## src/rtl/serial_add_pkg.sv

```systemverilog
// Shared types and constants for the bit-serial adder controller.
package serial_add_pkg;

    typedef enum logic [1:0] {
        IDLE = 2'd0,
        RUN  = 2'd1,
        DONE = 2'd2
    } state_t;

    localparam int DEFAULT_WIDTH = 8;

    // Bit counter width: must reach w-1 without wrapping.
    function automatic int cnt_width(input int w);
        int cw;
        cw = (w > 1) ? $clog2(w) : 1;
        if ((1 << cw) < w) cw = cw + 1;
        return cw;
    endfunction

endpackage

```

## src/rtl/serial_add_ctrl_fa_cell.sv

```systemverilog
// One-bit combinational full adder, reused for every bit of a serial addition.
module fa_cell (
    input  logic a,
    input  logic b,
    input  logic ci,
    output logic s,
    output logic co
);

    assign s  = a ^ b ^ ci;
    assign co = (a & b) | (ci & (a ^ b));

endmodule

```

## src/rtl/serial_add_ctrl.sv

```systemverilog
// Bit-serial adder: one bit pair per cycle, LSB first, through a single fa_cell.
// Optional signed-overflow output is enabled by defining SERIAL_ADD_OVF_EN.
//
//   state | meaning
//   IDLE  | waiting for start, result registers hold last completion
//   RUN   | one bit pair added per cycle, WIDTH cycles total
//   DONE  | single-cycle completion; start here chains the next addition
module serial_add_ctrl
    import serial_add_pkg::*;
#(
    parameter int WIDTH = DEFAULT_WIDTH
) (
    input  logic             clk,
    input  logic             rst_n,
    input  logic             start,
    input  logic [WIDTH-1:0] a,
    input  logic [WIDTH-1:0] b,
    input  logic             cin,
    output logic             busy,
    output logic             done,
    output logic [WIDTH-1:0] sum,
`ifdef SERIAL_ADD_OVF_EN
    output logic             cout,
    output logic             ovf
`else
    output logic             cout
`endif
);

    localparam int            CW   = cnt_width(WIDTH);
    localparam logic [CW-1:0] LAST = CW'(WIDTH - 1);

    state_t           state, state_nxt;
    logic [WIDTH-1:0] op_a, op_b, part, part_nxt;
    logic             carry;
    logic [CW-1:0]    cnt;
    logic             fa_s, fa_co;
    logic             accept, last_bit;

    assign accept   = start && (state != RUN);
    assign last_bit = (state == RUN) && (cnt == LAST);
    // New sum bit enters from the MSB side so the LSB lands at bit 0 after WIDTH shifts.
    assign part_nxt = (part >> 1) | (WIDTH'(fa_s) << (WIDTH - 1));

    fa_cell u_fa (
        .a  (op_a[0]),
        .b  (op_b[0]),
        .ci (carry),
        .s  (fa_s),
        .co (fa_co)
    );

    always_ff @(posedge clk or negedge rst_n) begin
        if (!rst_n) state <= IDLE;
        else        state <= state_nxt;
    end

    always_comb begin
        state_nxt = state;
        case (state)
            IDLE:    if (start) state_nxt = RUN;
            RUN:     if (cnt == LAST) state_nxt = DONE;
            DONE:    state_nxt = start ? RUN : IDLE;
            default: state_nxt = IDLE;
        endcase
    end

    always_comb begin
        busy = 1'b0;
        done = 1'b0;
        case (state)
            RUN:     busy = 1'b1;
            DONE:    done = 1'b1;
            default: ;
        endcase
    end

    always_ff @(posedge clk or negedge rst_n) begin
        if (!rst_n) begin
            op_a  <= '0;
            op_b  <= '0;
            part  <= '0;
            carry <= 1'b0;
            cnt   <= '0;
        end else if (accept) begin
            op_a  <= a;
            op_b  <= b;
            part  <= '0;
            carry <= cin;
            cnt   <= '0;
        end else if (state == RUN) begin
            op_a  <= op_a >> 1;
            op_b  <= op_b >> 1;
            part  <= part_nxt;
            carry <= fa_co;
            if (!last_bit) cnt <= cnt + 1'b1;
        end
    end

    always_ff @(posedge clk or negedge rst_n) begin
        if (!rst_n) begin
            sum  <= '0;
            cout <= 1'b0;
        end else if (last_bit) begin
            sum  <= part_nxt;
            cout <= fa_co;
        end
    end

`ifdef SERIAL_ADD_OVF_EN
    // On the last bit, carry holds the carry into the MSB.
    always_ff @(posedge clk or negedge rst_n) begin
        if (!rst_n)        ovf <= 1'b0;
        else if (last_bit) ovf <= carry ^ fa_co;
    end
`endif

endmodule

```

## config.mk

```make
export PLATFORM = sky130hd
export DESIGN_NAME = serial_add_ctrl
export DESIGN_NICKNAME = d
export VERILOG_FILES = /design/src/rtl/serial_add_pkg.sv /design/src/rtl/serial_add_ctrl_fa_cell.sv /design/src/rtl/serial_add_ctrl.sv
export SDC_FILE = /design/constraint.sdc
export NUM_CORES = 1
export LEC_CHECK = 0
export BUFFER_PORTS_ARGS = -buffer_cell sky130_fd_sc_hd__buf_4
export CAP_MARGIN = 20
export CORE_MARGIN = 2
export CORE_UTILIZATION = 49
export DETAILED_ROUTE_END_ITERATION = 10
export PLACE_DENSITY = 0.75
export SLEW_MARGIN = 10
export SYNTH_ARGS = -nofsm -noshare
export SYNTH_HDL_FRONTEND = slang
export SYNTH_HIERARCHICAL = 1
export SYNTH_SLANG_ARGS = --single-unit
```

## constraint.sdc

```tcl
create_clock -name clk -period 1.4 [get_ports clk]
set_clock_uncertainty 0.1 [all_clocks]
set_input_delay 0.28 -clock clk [delete_from_list [all_inputs] [get_ports clk]]
set_output_delay 0.28 -clock clk [all_outputs]
set_load 0.05 [all_outputs]
```

==> impl_metrics.ini, run 1 <==
[critical_path]
critPathArrivalTime_ps = 1730
crit_fanout = 4
startpoint_type = register
cp.required_ps = 1550
path_buf_inv = 1
cp_slowest_stage_delay_ps = 410
r2r_end = sum[5]$_DFFE_PN0P_
reg2reg_depth = 5
ff2ff_setup_slack_ps = -190
critical_path_class = register to register
endpoint_kind = register
r2r_start = cnt[0]$_DFFE_PN0P_
crit_chain = ha_2 -> ha_4 -> nand3b_1 -> buf_4 -> mux2_4
crit_family = flip-flops
cp_slowest_cell = dfrtp_1

[pwr]
ir_drop_uv = 1540
powerDensity_nw_per_um2 = 2220
power_mw = 4.90
p_leak_nw = 1.12

[timing]
hold_viol = 0
post-route-min-period_ps = 1590
slew_violations = 0
period_share_pct = 113
setup_ws_ps = -189
setup_tns_ps = -2290
slew_headroom_pct = 69.0
timing.fmax_mhz = 629
whs_ps = 69.9
rsz0062_at_grt = true
setup-violations-final = 14
worst_slew_pin_slew_ps = 465

[clocking]
cts.path.max_buffers = 2
cts_root_buf = clkbuf_4
cts_tree = done
clkTransAtPathRegs_ps = 110
htree_levels = 2
worstSkewPairLatency_ps = 340
cts_buffers = 5
clock-sinks = 38

[layout]
fin_area_sq_um = 2200
nets = 211
fin_util_pct = 66.0
fillers = 266
final_cells = 235
antenna_cells = 0
syn_to_final_growth_pct = 29.3
layout-drive-gt1-share_pct = 37.6

[outcome]
status = finished with violations
violations = negative setup slack

[floorplanning]
die_h_microns = 63.0
io_pins = 31
start_util_pct = 51.0
core_area_sq_um = 3340
die-area_sq_um = 3960
die_w_microns = 63.0
rows = 21

[placed_design]
io_buffers = 30
hpwlAfterDp_mm = 2.12
dp.cells = 221
place_worst_setup_slack_ps = -184
gp_congestion = 0.773
placed_cell_area_sq_um = 2030

[routing]
first_pass_iters = 4
antenna_left = 0
drt_iter0_drc = 25
met3_length_microns = 158
drc = 0
highest_layer = met4
routed_via_density = 5.03
routed_wl_mm = 3.06
drt-met1-wl_mm = 1.31
dr_wl_met2_mm = 1.54
vias = 1183
avgRoutedWirePerCell_microns = 13.0

[synth]
netlist_instances = 144
ys_seq_area_share_pct = 55.8
synth_warnings = 6
synth_area_leaders = dfrtp_1, mux2i_1, mux2_4
yosys.area.top_type_share_pct = 55.8
async_reset_ff_share_pct = 100
synth_nets = 167
synth_area_sq_um = 1700
synth.distinct_cells = 19
syn_avg_cell_area_sq_um = 11.8
synth_common_cells = dfrtp_1, nand2_1, o21ai_0
yosysMostFrequentCell = dfrtp_1
ys_ff_latch = 38
synth.largest_area_cell = dfrtp_1
ys.flop_type = dfrtp_1
synth-edff-count = 0

[grt]
grt_use_total_pct = 18.4
grt_first_pass_wirelength_mm = 5.48
antenna_found_initial = 0
grt_overflow_total = 0
grt_max_degree = 39
grt_pass1_vias = 1232

[min_path]
hold_end = op_b[7]$_DFFE_PN0P_
min_path_cells = 3
holdCritPathClass = input port to register
hp-start = b[7]

[flow_run]
cap_violations = 0
## registers in the layout (all words and copies together) (netlist names)
name and cells:
carry 1, cnt 3, cout 1, op_a 8, op_b 8, part 7
state 2, sum 8
## power by group
group	total, mW	internal [mW]	switching (mW)
Sequential	1.89	1.57	0.314
Combinational	2.42	1.17	1.25
Clock	0.592	0.243	0.349
## worst max path at each step
stage                               startpoint                  to  slack (ps)  cells after the start
after floorplan             cnt[1]$_DFFE_PN0P_    cout$_DFFE_PN0P_        -130                      5
after global placement      cnt[1]$_DFFE_PN0P_  sum[7]$_DFFE_PN0P_        -150                      5
after detailed placement    cnt[1]$_DFFE_PN0P_  sum[5]$_DFFE_PN0P_        -180                      5
after CTS                 state[1]$_DFFE_PN0P_                busy        -180                      3
after global routing        cnt[0]$_DFFE_PN0P_  sum[6]$_DFFE_PN0P_        -250                      5
final                       cnt[0]$_DFFE_PN0P_  sum[5]$_DFFE_PN0P_        -190                      5
## what timing repair did
item | in CTS | in global routing
setup buffers | 5 | 0
resized for setup | 6 | 11
hold buffers | 1 | 0
endpoints found under the setup margin | 14 | 24
hold endpoints to repair | 38 | 0
pin swaps | 1 | 1
## logic make-up (layout without fill, tap and decap cells)
| family | after synthesis | after routing | share of synthesized area (%) |
|---|---|---|---|
| buffers and inverters | 11 | 56 | 3.82 |
| AOI/OAI and AO/OA | 26 | 26 | 8.30 |
| DFF | 38 | 38 | 55.8 |
| and+or+nand+nor | 37 | 37 | 9.70 |
| muxes | 29 | 29 | 19.7 |
| adders and majority gates | 3 | 3 | 2.64 |
## cells in the final DEF (no fill, tap or decap), types with 2 or more instances in the layout
master and n:
dfrtp_1 37, mux2_2 2, nand2b_1 7, mux2i_1 17, nor2b_4 2, o21ai_0 22, mux2_4 10, buf_6 5
nand2_1 22, buf_4 38, nor2_1 4, a22o_1 3, clkbuf_4 5, buf_8 2
## final cells by class
type                    instances  area [sq um]  area share [%]
clock inverters                 1          5.00           0.227
multi-input cells              95           727            33.0
inverters                       1          3.75           0.170
flip-flops and latches         38           952            43.2
clock buffers                   7          55.1            2.50
well taps                      46          57.6            2.61
repair buffers                 47           402            18.2
## layer usage
metal / track usage (%) / vias up
met1: 22.1 / 571
li1: - / 582
met2: 29.4 / 24
met3: 7.39 / 6
met4: 7.50 / 0
met5: 0 / -
## worst reg2reg max path, stage by stage (launching register included)
cell      delay, ps
dfrtp_1         410
ha_2            190
ha_4            160
nand3b_1        150
buf_4           180
mux2_4          300
Note: power is estimated with default switching activity, not from simulation.
==> run 2, diff against run 1 <==
==> constraint.sdc (replaced) <==
create_clock -name clk -period 1.4 [get_ports clk]
set_clock_uncertainty 0.1 [all_clocks]
set_input_delay 0.07 -clock clk [delete_from_list [all_inputs] [get_ports clk]]
set_output_delay 0.07 -clock clk [all_outputs]
set_load 0.05 [all_outputs]
==> impl_metrics.ini, run 2 (synthesized netlist as in run 1, its figures left out) <==
[outcome]
status = finished with violations
violations = negative setup slack

[routing]
drt_iter0_drc = 60
vias = 1269
first_pass_iters = 4
avgRoutedWirePerCell_microns = 13.5
antenna_left = 0
routed_wl_mm = 3.47
drc = 0
routed_via_density = 4.96

[timing]
post-route-min-period_ps = 1630
setup_ws_ps = -226
hold_viol = 0
slew_violations = 0
period_share_pct = 116
whs_ps = 115
timing.fmax_mhz = 615
rsz0062_at_grt = true
setup-violations-final = 13
slew_headroom_pct = 68.4
worst_slew_pin_slew_ps = 474
setup_tns_ps = -2460

[critical_path]
r2r_start = cnt[0]$_DFFE_PN0P_
critical_path_class = register to register
endpoint_kind = register
startpoint_type = register
ff2ff_setup_slack_ps = -230
critPathArrivalTime_ps = 1760
reg2reg_depth = 5
crit_chain = ha_2 -> ha_4 -> nand3b_1 -> buf_6 -> mux2_4
r2r_end = sum[6]$_DFFE_PN0P_
crit_family = flip-flops
cp_slowest_cell = dfrtp_1
path_buf_inv = 1
cp.required_ps = 1530
cp_slowest_stage_delay_ps = 410
crit_fanout = 4

[clocking]
htree_levels = 2
cts.path.max_buffers = 2
cts_tree = done
clkTransAtPathRegs_ps = 110
cts_buffers = 5
clock-sinks = 38
worstSkewPairLatency_ps = 340
cts_root_buf = clkbuf_4

[floorplanning]
core_area_sq_um = 3340
die_h_microns = 63.0
start_util_pct = 51.0
rows = 21
die-area_sq_um = 3960
io_pins = 31
die_w_microns = 63.0

[grt]
top_usage_layer = met2
gr-usage-met1_pct = 22.4
grt_overflow_total = 0
grt_max_degree = 39
met2_usage_pct = 33.4
grt_first_pass_wirelength_mm = 5.80
antenna_found_initial = 0
grt_use_total_pct = 19.1
grt_pass1_vias = 1300
grt.met3_usage_pct = 4.32

[pwr]
powerDensity_nw_per_um2 = 2150
switching_share_pct = 37.7
pwr-share-seq_pct = 36.3
power_switching_mw = 1.96
power_frac_clock_pct = 13.2
p_leak_nw = 1.22
power_frac_comb_pct = 50.5
power_mw = 5.19
ir_drop_uv = 1310
p_int_mw = 3.24

[layout]
final_common_cell = buf_4
final_cell_mix = buf_4, dfrtp_1, nand2_1, o21ai_0, dlygate4sd3_1
antenna_cells = 0
syn_to_final_growth_pct = 41.8
fin_util_pct = 72.4
reg_top3 = op_a (8), op_b (8), sum (8)
nets = 232
fillers = 228
layout-drive-gt1-share_pct = 35.2

[min_path]
holdCritPathClass = input port to async pin

[placed_design]
io_buffers = 30
gp_congestion = 0.746
hpwlAfterDp_mm = 2.10

[flow_run]
cap_violations = 0
## run 2: per-layer routing
metal,vias up,share of wire [%]
li1,616,-
met4,0,2.0
met2,27,54
met3,9,3.1
met1,617,41
met5,-,0
## run 2: layout make-up
type	instances	area, sq um	area share, %
multi-input combinational	95	717	29.7
sequential	38	951	39.4
inverter	1	3.75	0.155
tap	46	57.6	2.38
timing repair buffer	68	607	25.1
clock buffer	8	78.8	3.26
## run 2: what timing repair did
item,4_1_cts,5_1_grt
setup buffers,2,7
endpoints found under the hold margin,55,0
pin swaps,1,0
gates resized for setup,8,4
hold buffers,18,0
endpoints found under the setup margin,13,30
## run 2: power groups by stage
stage,clock network (mW),logic (mW),registers [mW]
floorplan,0,1.20,2.19
global placement,0,2.12,1.87
detailed placement,0,2.21,1.90
CTS,0.713,2.38,1.88
global route,0.773,2.86,1.94
finish,0.686,2.62,1.88
## run 2: stage by stage
stage | worst slack (ps) | cells | cell area (sq um)
detailed placement | -226 | 221 | 2040
global placement | -153 | 221 | 2040
global route | -288 | 256 | 2410
finish | -226 | 256 | 2410
CTS | -236 | 249 | 2350
floorplan | -125 | 144 | 1720
## run 2: worst reg2reg max path: stages, from the launching register on
cell	delay, ps
dfrtp_1	410
ha_2	200
ha_4	150
nand3b_1	200
buf_6	170
mux2_4	300
## run 2: how the worst max path moves through the flow
stage	cells past startpoint	slack, ps	end	from
2_1_floorplan	5	-130	cout$_DFFE_PN0P_	cnt[1]$_DFFE_PN0P_
3_3_place_gp	5	-150	sum[6]$_DFFE_PN0P_	cnt[1]$_DFFE_PN0P_
3_5_place_dp	5	-230	sum[6]$_DFFE_PN0P_	cnt[1]$_DFFE_PN0P_
4_1_cts	5	-240	sum[6]$_DFFE_PN0P_	cnt[0]$_DFFE_PN0P_
5_1_grt	5	-290	cout$_DFFE_PN0P_	cnt[0]$_DFFE_PN0P_
6_report	5	-230	sum[6]$_DFFE_PN0P_	cnt[0]$_DFFE_PN0P_
